`src/rtl/muldiv_seq.sv`:
```
// Iterative MIPS multiply/divide unit for the execute stage: WIDTH-cycle
// shift-add multiply or restoring divide, results held in HI/LO.
module muldiv_seq #(
    parameter int WIDTH = 32,
    parameter int CNT_W = $clog2(WIDTH) + 1
) (
    input  logic             clk,
    input  logic             rst_n,
    input  logic             start,
    input  logic [5:0]       opcode,
    input  logic [5:0]       funct,
    input  logic [WIDTH-1:0] a,
    input  logic [WIDTH-1:0] b,
    output logic             busy,
    output logic             done,
    output logic [WIDTH-1:0] hi,
    output logic [WIDTH-1:0] lo,
    output logic             div_by_zero,
    output logic             illegal
);

    typedef enum logic [1:0] {
        IDLE = 2'd0,
        RUN  = 2'd1,
        DONE = 2'd2
    } state_t;

    state_t state;
    state_t state_next;

    logic op_legal;
    logic op_div;
    logic op_signed;

    logic can_accept;
    logic accept;

    logic             a_neg;
    logic             b_neg;
    logic [WIDTH-1:0] a_mag;
    logic [WIDTH-1:0] b_mag;

    logic [2*WIDTH-1:0] acc;
    logic [WIDTH-1:0]   opnd;
    logic [WIDTH-1:0]   a_raw;
    logic [CNT_W-1:0]   cnt;
    logic               is_div;
    logic               prod_neg;
    logic               rem_neg;
    logic               dbz_pend;

    logic [WIDTH:0]     mul_sum;
    logic [WIDTH:0]     div_trial;
    logic [2*WIDTH-1:0] acc_step;

    logic [2*WIDTH-1:0] prod_final;
    logic [WIDTH-1:0]   quo_final;
    logic [WIDTH-1:0]   rem_final;

    always_comb begin
        op_legal  = 1'b0;
        op_div    = 1'b0;
        op_signed = 1'b0;
        if (opcode == 6'h00) begin
            case (funct)
                6'h18: begin
                    op_legal  = 1'b1;
                    op_signed = 1'b1;
                end
                6'h19: begin
                    op_legal  = 1'b1;
                end
                6'h1A: begin
                    op_legal  = 1'b1;
                    op_div    = 1'b1;
                    op_signed = 1'b1;
                end
                6'h1B: begin
                    op_legal  = 1'b1;
                    op_div    = 1'b1;
                end
                default: begin
                    op_legal  = 1'b0;
                end
            endcase
        end else if (opcode == 6'h1C && funct == 6'h02) begin
            op_legal  = 1'b1;
            op_signed = 1'b1;
        end
    end

    assign can_accept = (state != RUN);
    assign accept     = start && op_legal && can_accept;

    // The iteration works on magnitudes; signs are reapplied when the result lands.
    assign a_neg = op_signed && a[WIDTH-1];
    assign b_neg = op_signed && b[WIDTH-1];
    assign a_mag = a_neg ? -a : a;
    assign b_mag = b_neg ? -b : b;

    always_ff @(posedge clk) begin
        if (!rst_n) begin
            state <= IDLE;
        end else begin
            state <= state_next;
        end
    end

    always_comb begin
        state_next = state;
        case (state)
            IDLE: begin
                if (accept) begin
                    state_next = RUN;
                end
            end
            RUN: begin
                if (cnt == '0) begin
                    state_next = DONE;
                end
            end
            DONE: begin
                state_next = accept ? RUN : IDLE;
            end
            default: begin
                state_next = IDLE;
            end
        endcase
    end

    always_comb begin
        busy = (state == RUN);
        done = (state == DONE);
    end

    // acc holds {partial, multiplier} for multiply and {remainder, dividend/quotient} for divide.
    always_comb begin
        mul_sum   = {1'b0, acc[2*WIDTH-1:WIDTH]} + (acc[0] ? {1'b0, opnd} : {(WIDTH+1){1'b0}});
        div_trial = {acc[2*WIDTH-1:WIDTH], acc[WIDTH-1]} - {1'b0, opnd};
        if (is_div) begin
            if (div_trial[WIDTH]) begin
                acc_step = {acc[2*WIDTH-2:0], 1'b0};
            end else begin
                acc_step = {div_trial[WIDTH-1:0], acc[WIDTH-2:0], 1'b1};
            end
        end else begin
            acc_step = {mul_sum, acc[WIDTH-1:1]};
        end
    end

    always_comb begin
        prod_final = prod_neg ? -acc_step : acc_step;
        quo_final  = prod_neg ? -acc_step[WIDTH-1:0] : acc_step[WIDTH-1:0];
        rem_final  = rem_neg ? -acc_step[2*WIDTH-1:WIDTH] : acc_step[2*WIDTH-1:WIDTH];
    end

    always_ff @(posedge clk) begin
        if (!rst_n) begin
            acc         <= '0;
            opnd        <= '0;
            a_raw       <= '0;
            cnt         <= '0;
            is_div      <= 1'b0;
            prod_neg    <= 1'b0;
            rem_neg     <= 1'b0;
            dbz_pend    <= 1'b0;
            hi          <= '0;
            lo          <= '0;
            div_by_zero <= 1'b0;
            illegal     <= 1'b0;
        end else begin
            illegal <= start && can_accept && !op_legal;
            if (accept) begin
                acc         <= {{WIDTH{1'b0}}, (op_div ? a_mag : b_mag)};
                opnd        <= op_div ? b_mag : a_mag;
                a_raw       <= a;
                cnt         <= CNT_W'(WIDTH - 1);
                is_div      <= op_div;
                prod_neg    <= a_neg ^ b_neg;
                rem_neg     <= a_neg;
                dbz_pend    <= op_div && (b == '0);
                div_by_zero <= 1'b0;
            end else if (state == RUN) begin
                acc <= acc_step;
                cnt <= cnt - CNT_W'(1);
                if (cnt == '0) begin
                    if (!is_div) begin
                        hi <= prod_final[2*WIDTH-1:WIDTH];
                        lo <= prod_final[WIDTH-1:0];
                    end else if (dbz_pend) begin
                        hi <= a_raw;
                        lo <= '1;
                    end else begin
                        hi <= rem_final;
                        lo <= quo_final;
                    end
                    div_by_zero <= dbz_pend;
                end
            end
        end
    end

endmodule

```
`config.mk`:
```
export PLATFORM = sky130hd
export DESIGN_NAME = muldiv_seq
export DESIGN_NICKNAME = d
export VERILOG_FILES = /design/src/rtl/muldiv_seq.sv
export SDC_FILE = /design/constraint.sdc
export NUM_CORES = 1
export LEC_CHECK = 0
export ABC_AREA = 1
export CAP_MARGIN = 30
export CORE_UTILIZATION = 40
export DETAILED_ROUTE_END_ITERATION = 10
export GPL_TIMING_DRIVEN = 0
export PLACE_DENSITY_LB_ADDON = 0.15
export SLEW_MARGIN = 10
export SYNTH_ARGS = -nofsm -noshare
export SYNTH_HDL_FRONTEND = slang
export SYNTH_SLANG_ARGS = --single-unit
```
`constraint.sdc`:
```
create_clock -name clk -period 5.01 [get_ports clk]
set_input_delay 0.7515 -clock clk [delete_from_list [all_inputs] [get_ports clk]]
set_output_delay 0.7515 -clock clk [all_outputs]
set_load 0.05 [all_outputs]
```
[Word-level counts from Yosys, hierarchy flattened]
Cells that the tools add are included.
W data, S select, Z words.
Storage, ports and cells
  bits in registers: 206
  logic and storage cells: 87
Operators by class
  add/sub/neg operators: 8
  equal/unequal tests: 11
  muxes and demuxes: 29
  bitwise operators: 3
  reductions and logical operators: 21
Operator list (count)
  $mux W32: 13
  $mux W64: 3
  $neg A32 Y32: 4
  $neg A64 Y64: 1
  $add A32 B32 Y33: 1
  $sub A33 B32 Y33: 1
  $logic_not A32 Y1: 1
  $eq A6 B5 Y1 const B: 5
  $logic_not A6 Y1: 2
  $mux W5: 2
  $logic_and A1 B1 Y1: 8
  $mux W1: 8
  $eq A6 B2 Y1 const B: 1
  $pmux W2 S3: 1
  $reduce_or A2 Y1: 3
  $sub A6 B1 Y6 const B: 1
  $mux W2: 2
  $ne A2 B1 Y1 const B: 2
  $reduce_and A2 Y1: 2
  $reduce_or A4 Y1: 1
  $reduce_and A3 Y1: 1
  $eq A2 B1 Y1 const B: 1
  $eq A2 B2 Y1 const B: 1
  $logic_not A2 Y1: 1
  other kinds (5): 6

[Logic depth before layout (Yosys ltp)]
  depth after elaboration: 8
  depth in mapped cells: 35
  depth with buffers taken out: 35

[Worst setup path after synthesis]
OpenSTA, ideal clock, no wires.
  path type: reg-to-reg
  from: register acc[31]
  to: register hi[30]
  data arrival time: 3.802 ns
  data required time: 4.892 ns
  slack: 1.091 ns
  cell stages (with the launch flop): 34
  path buffers: 0
  clock period less this slack: 3.919 ns
  cell sequence: dfxtp_1 > inv_1 > ha_1 > inv_1 > fa_1 > nand2_1 > nand2_1 > nand3_1 > nand2_2 > nand2_2 > nand2_2 > nand2_2 > nand3_2 > nand3_2 > nand2_1 > inv_2 > ha_1 > nand3_1 > nor2_2 > nand4_2 > nor2_2 > nand4_1 > nor2_2 > inv_1 > nor3_1 > nand2_1 > nor2_4 > nand2_2 > nand2_2 > nand3_1 > nand3_1 > nand2_1 > nor2_1 > nor2_1
On the way
  cells in the longest elaborated chain, start to end: 7
  elaborated cells between the ends (all ways): 9
  classes of those cells: 3 x add/sub; 6 x mux
Ends and longest elaborated chain
  start: declaration: RTL line 43  | logic [2*WIDTH-1:0] acc;
  start signal: assignment: RTL line 174  | acc <= {{WIDTH{1'b0}}, (op_div ? a_mag : b_mag)};
  start signal: assignment: RTL line 184  | acc <= acc_step;
  $sub A33 B32 Y33: RTL line 139  | div_trial = {acc[2*WIDTH-1:WIDTH], acc[WIDTH-1]} - {1'b0, opnd};
  $mux W64: RTL line 141  | if (div_trial[WIDTH]) begin
  $mux W64 *: RTL line 140  | if (is_div) begin
  $neg A32 Y32: RTL line 154  | rem_final = rem_neg ? -acc_step[2*WIDTH-1:WIDTH] : acc_step[2*WIDTH-1:WIDTH];
  $mux W32: RTL line 154
  $mux W32: RTL line 190  | end else if (dbz_pend) begin
  $mux W32 *: RTL line 187  | if (!is_div) begin
  end signal: assignment: RTL line 188  | hi <= prod_final[2*WIDTH-1:WIDTH];
  end signal: assignment: RTL line 191  | hi <= a_raw;
  end signal: assignment: RTL line 194  | hi <= rem_final;
  end: declaration: RTL line 16  | output logic [WIDTH-1:0] hi,
Mark *: on every way between the ends. The rest lies on a longest branch, timed or not.
A chain may end at the register's enable or synchronous reset.

[Final worst setup path]
  from: register opnd[12]
  to: register hi[28]
On the way
  cells in the longest elaborated chain, start to end: 7
  elaborated cells between the ends (all ways): 11
  classes of those cells: 4 x add/sub; 7 x mux
Ends and longest elaborated chain
  start: declaration: RTL line 44  | logic [WIDTH-1:0] opnd;
  start signal: assignment: RTL line 175  | opnd <= op_div ? b_mag : a_mag;
  $sub A33 B32 Y33 or $mux W32 (tied branches): RTL line 139, 138
  $mux W64 or $add A32 B32 Y33 (tied branches): RTL line 141, 138
  $mux W64 *: RTL line 140
  $neg A32 Y32: RTL line 154
  $mux W32: RTL line 154
  $mux W32: RTL line 190
  $mux W32 *: RTL line 187
Marks and branches as above.

==> impl_metrics.py <==
metrics = {
    "cells_and_area": {
        "area_growth_pct": 17.04,
        "fin_nets": 3758,
        "design_area_um2": 22890,
        "drive_gt1_share_pct": 6.010,
    },
    "clocking": {
        "h-tree-depth": 1,
        "clkTransAtPathRegs_ns": 0.06,
        "clkLatencyLatePin_ns": 0.59,
        "cts_max_path_buffers": 3,
        "cts.sinks": 206,
        "cts_tree": "built",
        "cts_made_buffers": 26,
        "ctsHoldBuffers": 0,
        "cts_root_buffer": "clkbuf_16",
    },
    "sta": {
        "min_period_ns": 4.672,
        "fin_worst_skew_ns": 0.03514,
        "hold_viol_final": 0,
        "worst_pin_slew_ns": 1.071,
        "maxSlewViolCount": 0,
        "fin_crit_sh_pct": 93.26,
        "rsz0062_at_grt": "true",
        "max_slew_margin_pct": 27.82,
        "finalSetupViolCount": 0,
        "fin_ws_ns": 0.3377,
        "max_freq_ghz": 0.2140,
    },
    "setup_path": {
        "slowest_delay_ns": 0.50,
        "critPathArrivalTime_ns": 5.15,
        "crit_path_top_delay_cell": "dfxtp_1",
        "critPathLaunchType": "register",
        "required_ns": 5.49,
        "critPathKind": "reg2reg",
        "cp_max_fo": 9,
        "startpoint": "opnd[12]",
        "end_kind": "register",
        "r2r_start": "opnd[12]",
    },
    "min_path": {
        "hp-class": "reg2reg",
        "hp-start": "div_by_zero",
    },
    "routing": {
        "met1_length_mm": 37.55,
        "num_vias": 23450,
        "avgViaCountPerCell": 5.527,
        "drtIter0Drc": 2781,
        "top_layer": "met4",
        "met2_length_mm": 38.74,
        "drc": 0,
        "drt-total-wl_mm": 91.38,
        "firstDrtPassIters": 6,
        "dr_wl_met3_mm": 8.280,
        "ant_nets": 0,
        "wl_per_cell_um": 21.54,
    },
    "yosys": {
        "ys.flop_type": "dfxtp_1",
        "synth_async_sr_flop_share_pct": 0,
        "ys_seq_area_share_pct": 21.09,
        "yosysWarningCount": 0,
        "synth_fp_nets": 3577,
        "synth_cell_type_count": 53,
        "synth-edff-count": 0,
        "synth_seq_cells": 206,
        "synth_cells": 3427,
        "syn_area_per_cell_um2": 5.706,
        "syn_area_um2": 19550,
    },
    "grt": {
        "grt_pass1_vias": 21840,
        "antenna_found_initial": 0,
        "grt_use_total_pct": 36.05,
        "grt_overflow": 0,
        "grt_start_max_net_pins": 15,
        "grt_pass1_wl_mm": 134.0,
    },
    "floorplan": {
        "dieHeight_um": 223.1,
        "coreArea_um2": 47950,
        "initial_core_util_pct": 40.78,
        "ios": 147,
        "die-width_um": 223.1,
        "row_count": 80,
        "die-area_um2": 49770,
    },
    "place": {
        "place_congestion": 1.065,
        "placed_cell_area_um2": 21790,
        "port_buffers": 146,
        "pre_cts_slack_ns": -0.4771,
        "dp_hpwl_mm": 75.29,
    },
    "power": {
        "leakagePower_nw": 12.15,
        "irDropWorstVdd_mv": 0.2367,
        "finalPower_mw": 4.381,
        "powerDensity_nw_per_um2": 191.4,
    },
    "run_status": {
        "status": "finished, final reports clean",
    },
    "flow_run": {
        "max_cap_violations": 0,
    },
}
## cell usage after synthesis (4+ instances only)
master	number	area (µm²)
a21oi_1	187	935.9
nand3_1	224	1121
nand4_1	29	181.4
o21ai_2	8	70.07
nand2_1	970	3641
buf_1	14	52.55
nor4_1	6	37.54
o21a_1	7	52.55
buf_6	7	78.83
o21ai_0	203	1016
inv_2	7	26.28
nor2_2	18	112.6
o211ai_1	53	397.9
buf_2	20	100.1
nand3_2	13	130.1
a21oi_2	4	35.03
inv_1	571	2143
o21bai_1	4	30.03
nand2_4	4	45.04
dfxtp_1	206	4124
or2_2	11	68.82
clkbuf_1	81	304.0
o221ai_1	56	490.5
o21ai_1	9	45.04
nor3_1	45	225.2
o22ai_1	12	75.07
xor2_1	74	648.1
nor2_1	375	1408
xnor2_1	26	227.7
a31oi_1	17	106.4
ha_1	69	863.3
nand3b_1	18	135.1
and2_1	6	37.54
nand2_2	39	244.0
## critical path, delay by kind of cell (launching register included)
| kind | cells | cell delay (ns) |
|---|---|---|
| compound gates | 1 | 0.21 |
| flops | 1 | 0.50 |
| fa+ha+maj | 2 | 0.55 |
| simple gates | 24 | 3.04 |
| buf+inv | 3 | 0.26 |
## metal layers
metal | GRT usage (%) | up-vias
li1 | - | 11320
met1 | 45.71 | 10610
met2 | 56.05 | 1214
met3 | 6.664 | 309
met4 | 23.31 | 0
met5 | 0 | -
## final timing paths
check	endpoint	cells after the start	slack [ns]
setup / recovery	hi[28]	30	0.34
setup reg to reg	hi[28]	30	0.34
hold / removal	div_by_zero	2	0.47
hold reg to reg	div_by_zero	2	0.47
## kinds of logic (layout without fill, tap and decap cells)
logic type | after synthesis | after routing | synth area share, %
xor+xnor | 100 | 100 | 4.479
fa+ha+maj | 71 | 71 | 4.620
flops | 206 | 206 | 21.09
buf+inv | 705 | 905 | 14.03
other cells | 0 | 1 | 0
compound gates | 580 | 580 | 17.65
simple gates | 1765 | 1765 | 38.13
## flip-flops by register name, summed over array words and instances, names as in the netlist, 2 cells and up
| name | flops |
|---|---|
| a_raw | 32 |
| cnt | 6 |
| hi | 32 |
| opnd | 32 |
| state | 2 |
| acc | 64 |
| lo | 32 |
## through the flow
step           util (%)  instances  setup TNS, ns  hold slack (ns)
5_1_grt           47.73       4242       -0.02977           0.5074
2_1_floorplan         -       3427              0           0.4297
3_3_place_gp      45.44       4188         -1.950           0.4707
4_1_cts           47.50       4239              0           0.4795
3_5_place_dp      45.46       4190         -2.185           0.4715
6_report          47.73       4243              0           0.4749
## area by class of cell
class | instances | area, µm²
tap | 615 | 769.5
multi-input combinational | 2516 | 12790
inverter | 580 | 2177
clock buffer | 35 | 744.5
buffer | 125 | 565.5
sequential | 206 | 4131
fill | 5254 | 25060
clock inverter | 12 | 193.9
timing repair buffer | 153 | 1509
antenna | 1 | 2.502
## cell usage in the layout (no fill, tap or decap), types with 29 or more instances in the layout
| master | n |
|---|---|
| clkbuf_1 | 84 |
| ha_1 | 65 |
| nand3_1 | 223 |
| nand2_2 | 40 |
| nor2_1 | 370 |
| nand2_1 | 967 |
| a21oi_1 | 187 |
| o21ai_0 | 203 |
| nor3_1 | 44 |
| o221ai_1 | 56 |
| o211ai_1 | 53 |
| inv_1 | 570 |
| xor2_1 | 74 |
| clkdlybuf4s50_1 | 146 |
| dfxtp_1 | 200 |
| nand4_1 | 29 |
## power by group
group	switching (mW)	leakage (nW)	internal, mW	total, mW
Sequential	0.00693	1.66	1.65	1.65
Combinational	0.446	10.0	0.202	0.648
Clock	0.828	0.455	1.25	2.08
Total	1.28	12.2	3.10	4.38
## repair_timing
item | CTS | global route
buffers inserted | 2 | 3
gates resized for setup | 6 | 27
setup endpoints to repair | 11 | 14
pin swaps | 3 | 7
hold endpoints to repair | 0 | 0
No activity file was read; power rests on OpenSTA's default activity.
